`src/rtl/uart_pkg.sv`:
```
// Shared definitions for the block-assembling UART receiver.
// Parity modes, bit-FSM encoding and the parity helper.
package uart_pkg;

  localparam int PAR_NONE = 0;
  localparam int PAR_ODD  = 1;
  localparam int PAR_EVEN = 2;

  typedef enum logic [2:0] {
    IDLE,
    START,
    DATA,
    PAR,
    STOP
  } rx_state_t;

  // Expected parity bit for a data byte in the given mode.
  function automatic logic par_bit(
    input logic [7:0] d,
    input int         mode
  );
    return (mode == PAR_ODD) ? ~^d : ^d;
  endfunction

endpackage

```
`src/rtl/uart_block_rx_if.sv`:
```
// Byte stream from the bit receiver to the block assembler.
// busy is high whenever the bit FSM is outside IDLE.
interface uart_byte_if;

  logic [7:0] data;
  logic       valid;
  logic       frame_err;
  logic       parity_err;
  logic       busy;

  modport master (
    output data,
    output valid,
    output frame_err,
    output parity_err,
    output busy
  );

  modport slave (
    input data,
    input valid,
    input frame_err,
    input parity_err,
    input busy
  );

endinterface

```
`src/rtl/uart_rx_byte.sv`:
```
// Bit-level UART receiver: synchroniser, bit FSM, parity and stop checks.
// Emits one-cycle valid / frame_err / parity_err strobes.
module uart_rx_byte
  import uart_pkg::*;
#(
  parameter int CLKS_PER_BIT = 44,
  parameter int PARITY       = 0
) (
  input  logic         clk,
  input  logic         rst_n,
  input  logic         rx,
  uart_byte_if.master  bus
);

  localparam int CW = $clog2(CLKS_PER_BIT);
  localparam logic [CW-1:0] FULL = CW'(CLKS_PER_BIT - 1);
  localparam logic [CW-1:0] HALF = CW'(CLKS_PER_BIT / 2 - 1);

  logic      rx_s1;
  logic      rx_s2;
  logic      rx_d;
  logic      rx_fall;

  rx_state_t     state;
  logic [CW-1:0] cnt;
  logic [2:0]    idx;
  logic [7:0]    shreg;
  logic          par_bad;

  // Two-flop synchroniser plus one delayed copy for edge detection.
  always_ff @(posedge clk or negedge rst_n) begin
    if (!rst_n) begin
      rx_s1 <= 1'b1;
      rx_s2 <= 1'b1;
      rx_d  <= 1'b1;
    end else begin
      rx_s1 <= rx;
      rx_s2 <= rx_s1;
      rx_d  <= rx_s2;
    end
  end

  assign rx_fall  = rx_d & ~rx_s2;
  assign bus.busy = (state != IDLE);

  // Bit FSM; all strobes are registered and default low.
  always_ff @(posedge clk or negedge rst_n) begin
    if (!rst_n) begin
      state          <= IDLE;
      cnt            <= '0;
      idx            <= '0;
      shreg          <= '0;
      par_bad        <= 1'b0;
      bus.data       <= '0;
      bus.valid      <= 1'b0;
      bus.frame_err  <= 1'b0;
      bus.parity_err <= 1'b0;
    end else begin
      bus.valid      <= 1'b0;
      bus.frame_err  <= 1'b0;
      bus.parity_err <= 1'b0;
      unique case (state)
        IDLE: begin
          cnt <= '0;
          if (rx_fall) begin
            state <= START;
          end
        end
        START: begin
          if (cnt == HALF) begin
            cnt     <= '0;
            idx     <= '0;
            par_bad <= 1'b0;
            state   <= rx_s2 ? IDLE : DATA;
          end else begin
            cnt <= cnt + 1'b1;
          end
        end
        DATA: begin
          if (cnt == FULL) begin
            cnt   <= '0;
            shreg <= {rx_s2, shreg[7:1]};
            idx   <= idx + 1'b1;
            if (idx == 3'd7) begin
              state <= (PARITY != PAR_NONE) ? PAR : STOP;
            end
          end else begin
            cnt <= cnt + 1'b1;
          end
        end
        PAR: begin
          if (cnt == FULL) begin
            cnt     <= '0;
            par_bad <= (rx_s2 != par_bit(shreg, PARITY));
            state   <= STOP;
          end else begin
            cnt <= cnt + 1'b1;
          end
        end
        STOP: begin
          if (cnt == FULL) begin
            cnt   <= '0;
            state <= IDLE;
            if (!rx_s2) begin
              bus.frame_err <= 1'b1;
            end else if (par_bad) begin
              bus.parity_err <= 1'b1;
            end else begin
              bus.valid <= 1'b1;
              bus.data  <= shreg;
            end
          end else begin
            cnt <= cnt + 1'b1;
          end
        end
        default: state <= IDLE;
      endcase
    end
  end

endmodule

```
`src/rtl/uart_block_rx.sv`:
```
// UART receiver assembling NBYTES-byte blocks with a valid/ready handoff.
// Adds slot storage, byte counting, overrun and idle timeout on top of uart_rx_byte.
module uart_block_rx
  import uart_pkg::*;
#(
  parameter int CLKS_PER_BIT = 44,
  parameter int NBYTES       = 16,
  parameter int PARITY       = 0,
  parameter int TIMEOUT_BITS = 64
) (
  input  logic                       clk,
  input  logic                       rst,
  input  logic                       rx,
  input  logic [$clog2(NBYTES)-1:0]  sel,
  output logic [7:0]                 byte_out,
  output logic [8*NBYTES-1:0]        block_out,
  output logic                       block_valid,
  input  logic                       block_ready,
  output logic [$clog2(NBYTES+1)-1:0] byte_cnt,
  output logic                       frame_err,
  output logic                       parity_err,
  output logic                       overrun,
  output logic                       timeout
);

  localparam int SW   = $clog2(NBYTES);
  localparam int CNTW = $clog2(NBYTES + 1);
  localparam logic [CNTW-1:0] LAST_CNT = CNTW'(NBYTES - 1);
  localparam logic [CNTW-1:0] FULL_CNT = CNTW'(NBYTES);

  localparam int TO_CYC = TIMEOUT_BITS * CLKS_PER_BIT;
  localparam int TW     = $clog2(TO_CYC + 2);
  localparam logic [TW-1:0] TO_LAST = TW'((TO_CYC > 0) ? TO_CYC - 1 : 0);
  localparam logic [TW-1:0] TO_SAT  = TW'(TO_CYC);

  logic          rst_s1;
  logic          rst_n;
  logic [7:0]    mem [NBYTES];
  logic [SW-1:0] wr_idx;
  logic [TW-1:0] to_cnt;
  logic          to_fire;
  logic          hs;

  uart_byte_if bus ();

  uart_rx_byte #(
    .CLKS_PER_BIT (CLKS_PER_BIT),
    .PARITY       (PARITY)
  ) u_rx (
    .clk   (clk),
    .rst_n (rst_n),
    .rx    (rx),
    .bus   (bus)
  );

  // Reset asserts immediately but releases two clocks later.
  always_ff @(posedge clk or negedge rst) begin
    if (!rst) begin
      rst_s1 <= 1'b0;
      rst_n  <= 1'b0;
    end else begin
      rst_s1 <= 1'b1;
      rst_n  <= rst_s1;
    end
  end

  assign frame_err  = bus.frame_err;
  assign parity_err = bus.parity_err;
  assign wr_idx     = byte_cnt[SW-1:0];
  assign hs         = block_valid & block_ready;

  assign to_fire = (TIMEOUT_BITS != 0) && !bus.busy &&
                   (to_cnt == TO_LAST) &&
                   (byte_cnt != '0) && (byte_cnt != FULL_CNT);

  // Idle-cycle counter; cleared whenever a frame is in progress.
  always_ff @(posedge clk or negedge rst_n) begin
    if (!rst_n) begin
      to_cnt <= '0;
    end else if (bus.busy) begin
      to_cnt <= '0;
    end else if (to_cnt != TO_SAT) begin
      to_cnt <= to_cnt + 1'b1;
    end
  end

  // Slot storage, byte count, block handoff, overrun and timeout.
  always_ff @(posedge clk or negedge rst_n) begin
    if (!rst_n) begin
      for (int k = 0; k < NBYTES; k++) begin
        mem[k] <= '0;
      end
      byte_cnt    <= '0;
      block_valid <= 1'b0;
      overrun     <= 1'b0;
      timeout     <= 1'b0;
    end else begin
      overrun <= 1'b0;
      timeout <= 1'b0;
      if (hs) begin
        block_valid <= 1'b0;
        if (bus.valid) begin
          mem[0]   <= bus.data;
          byte_cnt <= CNTW'(1);
        end else begin
          byte_cnt <= '0;
        end
      end else if (bus.valid) begin
        if (block_valid) begin
          overrun <= 1'b1;
        end else begin
          mem[wr_idx] <= bus.data;
          byte_cnt    <= byte_cnt + CNTW'(1);
          if (byte_cnt == LAST_CNT) begin
            block_valid <= 1'b1;
          end
        end
      end else if (to_fire) begin
        timeout  <= 1'b1;
        byte_cnt <= '0;
      end
    end
  end

  // Slot 0 sits in the most significant byte.
  always_comb begin
    block_out = '0;
    for (int k = 0; k < NBYTES; k++) begin
      block_out[8*(NBYTES-k)-1 -: 8] = mem[k];
    end
  end

  // Random-access byte read; out-of-range selects read as zero.
  always_comb begin
    byte_out = 8'h00;
    if (int'(sel) < NBYTES) begin
      byte_out = mem[sel];
    end
  end

endmodule

```
`config.mk`:
```
export PLATFORM = sky130hd
export DESIGN_NAME = uart_block_rx
export DESIGN_NICKNAME = d
export VERILOG_FILES = /design/src/rtl/uart_pkg.sv /design/src/rtl/uart_block_rx_if.sv /design/src/rtl/uart_rx_byte.sv /design/src/rtl/uart_block_rx.sv
export SDC_FILE = /design/constraint.sdc
export NUM_CORES = 1
export LEC_CHECK = 0
export BUFFER_PORTS_ARGS = -buffer_cell sky130_fd_sc_hd__buf_4
export CAP_MARGIN = 0
export CORE_MARGIN = 8
export CORE_UTILIZATION = 62
export CTS_BUF_LIST = sky130_fd_sc_hd__clkbuf_4
export DETAILED_ROUTE_END_ITERATION = 8
export PLACE_DENSITY = 0.87
export REMOVE_ABC_BUFFERS = 1
export SLEW_MARGIN = 40
export SYNTH_ARGS = -nofsm -noshare
export SYNTH_HDL_FRONTEND = slang
export SYNTH_SLANG_ARGS = --single-unit
export TNS_END_PERCENT = 50
```
`constraint.sdc`:
```
create_clock -name clk -period 14.1 [get_ports clk]
set_clock_uncertainty 0.15 [all_clocks]
set_input_delay 3.525 -clock clk [delete_from_list [all_inputs] [get_ports clk]]
set_output_delay 3.525 -clock clk [all_outputs]
set_load 0.03 [all_outputs]
```
After elaboration in Yosys (flattened, before gate mapping). Cells that the tools add are included.

Add/subtract/negate cells: 4. Bitwise logic cells: 8. Magnitude comparators: 3. Eq/ne operators: 20. Reductions and logical operators: 24. Muxes and demuxes: 55.

Operators by type and width (number): 128-bit two-way mux (2); 128-bit bitwise mux (1); 8-bit two-way mux (5); 8-bit binary-select mux with 4-bit select (1); 8-bit demux with 4-bit select (1); 1-bit two-way mux (24); 12-bit two-way mux (2); 3-bit two-way mux (8); 5-bit two-way mux (4); 6-bit one-hot mux with 3 select lines (1); 3-bit one-hot mux with 5 select lines (1); 2-bit by 1-bit != test with 1-bit output (second input constant) (7); 12-bit by 1-bit adder with 12-bit output (second input constant) (1); 12-bit == test (second input constant) (1); 6-bit two-way mux (2); 12-bit != test (second input constant) (1); 5-bit greater-or-equal comparator (second input constant) (2); 4-bit NOT with 5-bit output (2); 3-bit AND reduction (3); 3-bit nonzero test (3); 2-bit nonzero test (4); 8-bit XOR reduction (1); 6-bit by 1-bit adder with 6-bit output (second input constant) (1); 3-bit by 2-bit == test with 1-bit output (second input constant) (2); other kinds (24) (34).

Bits of input ports: 8. Register bits: 185.

Longest topological paths before layout.
Depth after elaboration: 9. Mapped depth: 6.

Cells and area by module. Synthesis repeated with hierarchy kept, for this count alone.

Cell total of the unflattened synthesis: 611. Area total of the unflattened synthesis: 8759.7 um^2.

Modules (own cells, without submodules): uart_block_rx (instances 1, cells an instance 484, area an instance 7138.1 um^2, sequential area each 3753.6 um^2); uart_rx_byte (instances 1, cells an instance 127, area an instance 1621.6 um^2, sequential area each 879.6 um^2).

Worst setup path before layout. OpenSTA, ideal clock, no wires.

Path kind: input -> output. Start point: input sel[0]. End point: output byte_out[0]. Arrival time: 5.056 ns. Slack: 5.369 ns. Stages on the path: 4. Cells stage by stage: buf_2 -> buf_2 -> mux4_2 -> mux4_2.

Longest elaborated chain between the ends: 4.

RTL lines: start: declaration (line uart_block_rx.sv:14) `input logic [$clog2(NBYTES)-1:0] sel,`; 4-bit NOT with 5-bit output (not written as such) (line uart_block_rx.sv:137) `byte_out = mem[sel];`; 8-bit binary-select mux with 4-bit select (line uart_block_rx.sv:137); 8-bit two-way mux (not written as such) (2 in series) (line uart_block_rx.sv:137); end: declaration (line uart_block_rx.sv:15) `output logic [7:0] byte_out,`.

No other way between the ends. The select of a mux whose other input is x is not followed.

Final worst setup path.
Start point: input sel[0]. End point: output byte_out[6].

Same word-level chain as after synthesis.

==> impl_metrics.yaml <==
pwr:
  power_density_nw_per_um2: 92.7
  ir_worst_vdd_mv: 0.0962
  p_leak_nw: 5.02
die:
  dieArea_sq_um: 17900
  coreArea_sq_um: 13700
  ios: 154
  start_util_pct: 62.9
  core.rowCount: 43
  die_h_um: 134
  die_x_um: 134
critical_path:
  worstPathCellList: "buf_4, mux4_2, mux4_2, buf_4"
  r2r_setup_slack_ns: 11.52
  critical_path_class: "primary input to output port"
  cp.required_ns: 10.43
  arrival_ns: 5.33
  start_kind: "primary input"
  cp_slowest_cell: "mux4_2"
  slowest_delay_ns: 0.61
  rr_startpoint: "block_valid$_DFFE_PN0P_"
  rr_endpoint: "block_out[46]$_DFFE_PN0P_"
  cp-startpoint: "sel[0]"
  crit_fanout: 32
  endpoint: "byte_out[6]"
  reg2reg_depth: 4
  end_kind: "output port"
placed_design:
  placed_area_sq_um: 9880
  gp_congestion: 1.02
  dp_slack_ns: 5.08
  io_buffer_count: 153
  hpwl_um: 18000
cells_and_area:
  nets: 768
  finalInstanceArea_sq_um: 10200
  drive_gt1_share_pct: 51.3
  final_cell_mix: "dfrtp_1 (181), buf_4 (153), mux2_2 (137), mux4_2 (40), nor2_1 (20)"
  final_common_cell: "dfrtp_1"
  area_delta_synth_final_pct: 18.4
drt:
  drc: 0
  drt-vias-per-instance: 6.41
  ant_nets: 0
  wl_per_cell_um: 25.7
  drt_pass1_iterations: 5
  drt-initial-drc-count: 553
  drt-total-wl_um: 24300
  vias: 6072
synth:
  yosysUniqueCellTypes: 56
  async_flop_share_pct: 100
  yosys.area.top_type_share_pct: 52.8
  syn-cell-area_sq_um: 8630
  synth_edf_count: 0
  yosys.area.top_type: "dfrtp_1"
  syn_inst: 604
  yosysWarnings: 0
  synthFlopType: "dfrtp_1"
  ys_top_cells_by_area: "dfrtp_1 (53%), mux2_2 (18%), mux4_2 (10%)"
  avgSynthCellArea_sq_um: 14.3
  ys_seq_area_share_pct: 53.7
  ys_ff_latch: 185
clock_network:
  path_clk_slew_ns: 0.14
  tritoncts.num_buffers: 17
  clockBufferDepth: 2
  clock_latency_ns: 0.57
  post_cts_resized: 0
  cts-htree-levels: 4
  tritoncts: "yes"
  cts_num_sinks: 185
  postCtsHoldBufs: 0
  cts_root_buf: "clkbuf_4"
  post_cts_buffers: 0
flow_run:
  max_cap_violations: 0
global_route:
  grt_overflow: 0
  grt_pass1_wl_um: 37800
  grt.total_usage_pct: 27.8
  grt_pass1_vias: 6174
  grt_max_degree: 69
  antenna_found_initial: 1
hold_path:
  worstHoldPathType: "register to async pin"
outcome:
  status: "complete, no violations"
timing:
  timing.final.crit_share_pct: 63.9
  worst_pin_slew_ns: 0.850
  finalSetupViolCount: 0
  finalCriticalPeriod_ns: 9.01
  hold_violations: 0
  slew_headroom_pct: 43.1
  grt_setup_unrepaired: "false"
  drv_slew: 0
  setup_slack_ns: 5.09
  fmax_ghz: 0.111
  setup_tns_ns: 0
## sequential cells by signal (all words and copies together) (netlist names)
name                 cells
u_rx.bus.parity_err      1
timeout                  1
u_rx.rx_s1               1
u_rx.bus.valid           1
rst_n                    1
block_valid              1
byte_cnt                 5
u_rx.rx_d                1
u_rx.rx_s2               1
u_rx.shreg               8
block_out              128
u_rx.idx                 3
overrun                  1
u_rx.par_bad             1
u_rx.state               3
to_cnt                  12
rst_s1                   1
u_rx.bus.frame_err       1
u_rx.cnt                 6
u_rx.bus.data            8
## cell usage after synthesis (3+ instances only)
master	count
dfrtp_1	182
mux2_2	137
mux4_2	40
nor2_1	22
nand2_1	19
inv_1	18
clkbuf_1	16
nand3_1	15
o21ai_0	14
xnor2_1	12
ha_1	11
nor2_2	9
a21oi_1	8
buf_2	8
mux2_4	7
nor3_1	6
or3_1	5
xor2_1	5
and3_1	4
nand2b_1	4
nor2b_1	4
nor4_1	4
o211ai_1	4
a31oi_1	3
dfstp_2	3
mux2i_1	3
nand3b_1	3
o22ai_1	3
## metal layers
metal  GRT usage (%)  part of all wire, %  vias up  wire length, um
li1                -                    -     2522                -
met1            35.2                   39     3133             9530
met2            44.1                   49      342            11900
met3            7.14                  7.9       75             1930
met4            13.0                  4.0        0              983
met5               0                    0        -                0
## worst max-delay path, delay by kind of cell
family / cells / cell delay [ns]
buffers and inverters: 2 / 0.67
multiplexers: 2 / 1.12
## report_power, final
group / total [W] / internal [W] / leakage (nW) / switching, W
sequential: 0.000567 / 0.000542 / 2.56 / 0.0000255
clock: 0.000313 / 0.000129 / 0.163 / 0.000184
combinational: 0.0000672 / 0.0000273 / 2.30 / 0.0000399
## worst min-delay path by stage
stage,start,end,depth (start not counted)
3_3_place_gp,rst_s1$_DFF_PN0_,rst_n$_DFF_PN0_,0
2_1_floorplan,rst_s1$_DFF_PN0_,rst_n$_DFF_PN0_,0
4_1_cts,u_rx.rx_s1$_DFF_PN1_,u_rx.rx_s2$_DFF_PN1_,0
3_5_place_dp,rst_s1$_DFF_PN0_,rst_n$_DFF_PN0_,0
5_1_grt,u_rx.rx_s1$_DFF_PN1_,u_rx.rx_s2$_DFF_PN1_,0
6_report,rst_n$_DFF_PN0_,block_out[5]$_DFFE_PN0P_,0
## through the flow
stage	hold WS, ns	util [%]	power [W]	instances
6_report	0.212	74.5	0.000947	947
2_1_floorplan	0.181	-	0.000618	575
5_1_grt	0.220	74.5	0.000987	947
4_1_cts	0.217	74.3	0.000949	942
3_5_place_dp	0.189	72.0	0.000644	910
3_3_place_gp	0.188	72.0	0.000638	910
## kinds of logic (layout without fill, tap and decap cells)
kind of cell,Yosys count,after routing,share of synthesized area [%]
AOI/OAI and AO/OA,43,43,3.13
xor gates and xnor gates,18,18,1.99
adders and majority gates,11,11,1.60
buffers and inverters,47,205,2.38
DFF,185,185,53.7
muxes,187,187,29.9
other,1,6,0.0435
and+or+nand+nor,112,112,7.28
## final cells by class
cell class | instances | area, sq um
sequential | 185 | 4640
inverter | 18 | 67.6
antenna | 5 | 12.5
clock inverter | 13 | 169
clock buffer | 19 | 143
tap | 180 | 225
fill | 870 | 3500
timing repair buffer | 155 | 1170
multi-input combinational | 372 | 3790
Note: power is estimated with default switching activity, not from simulation.
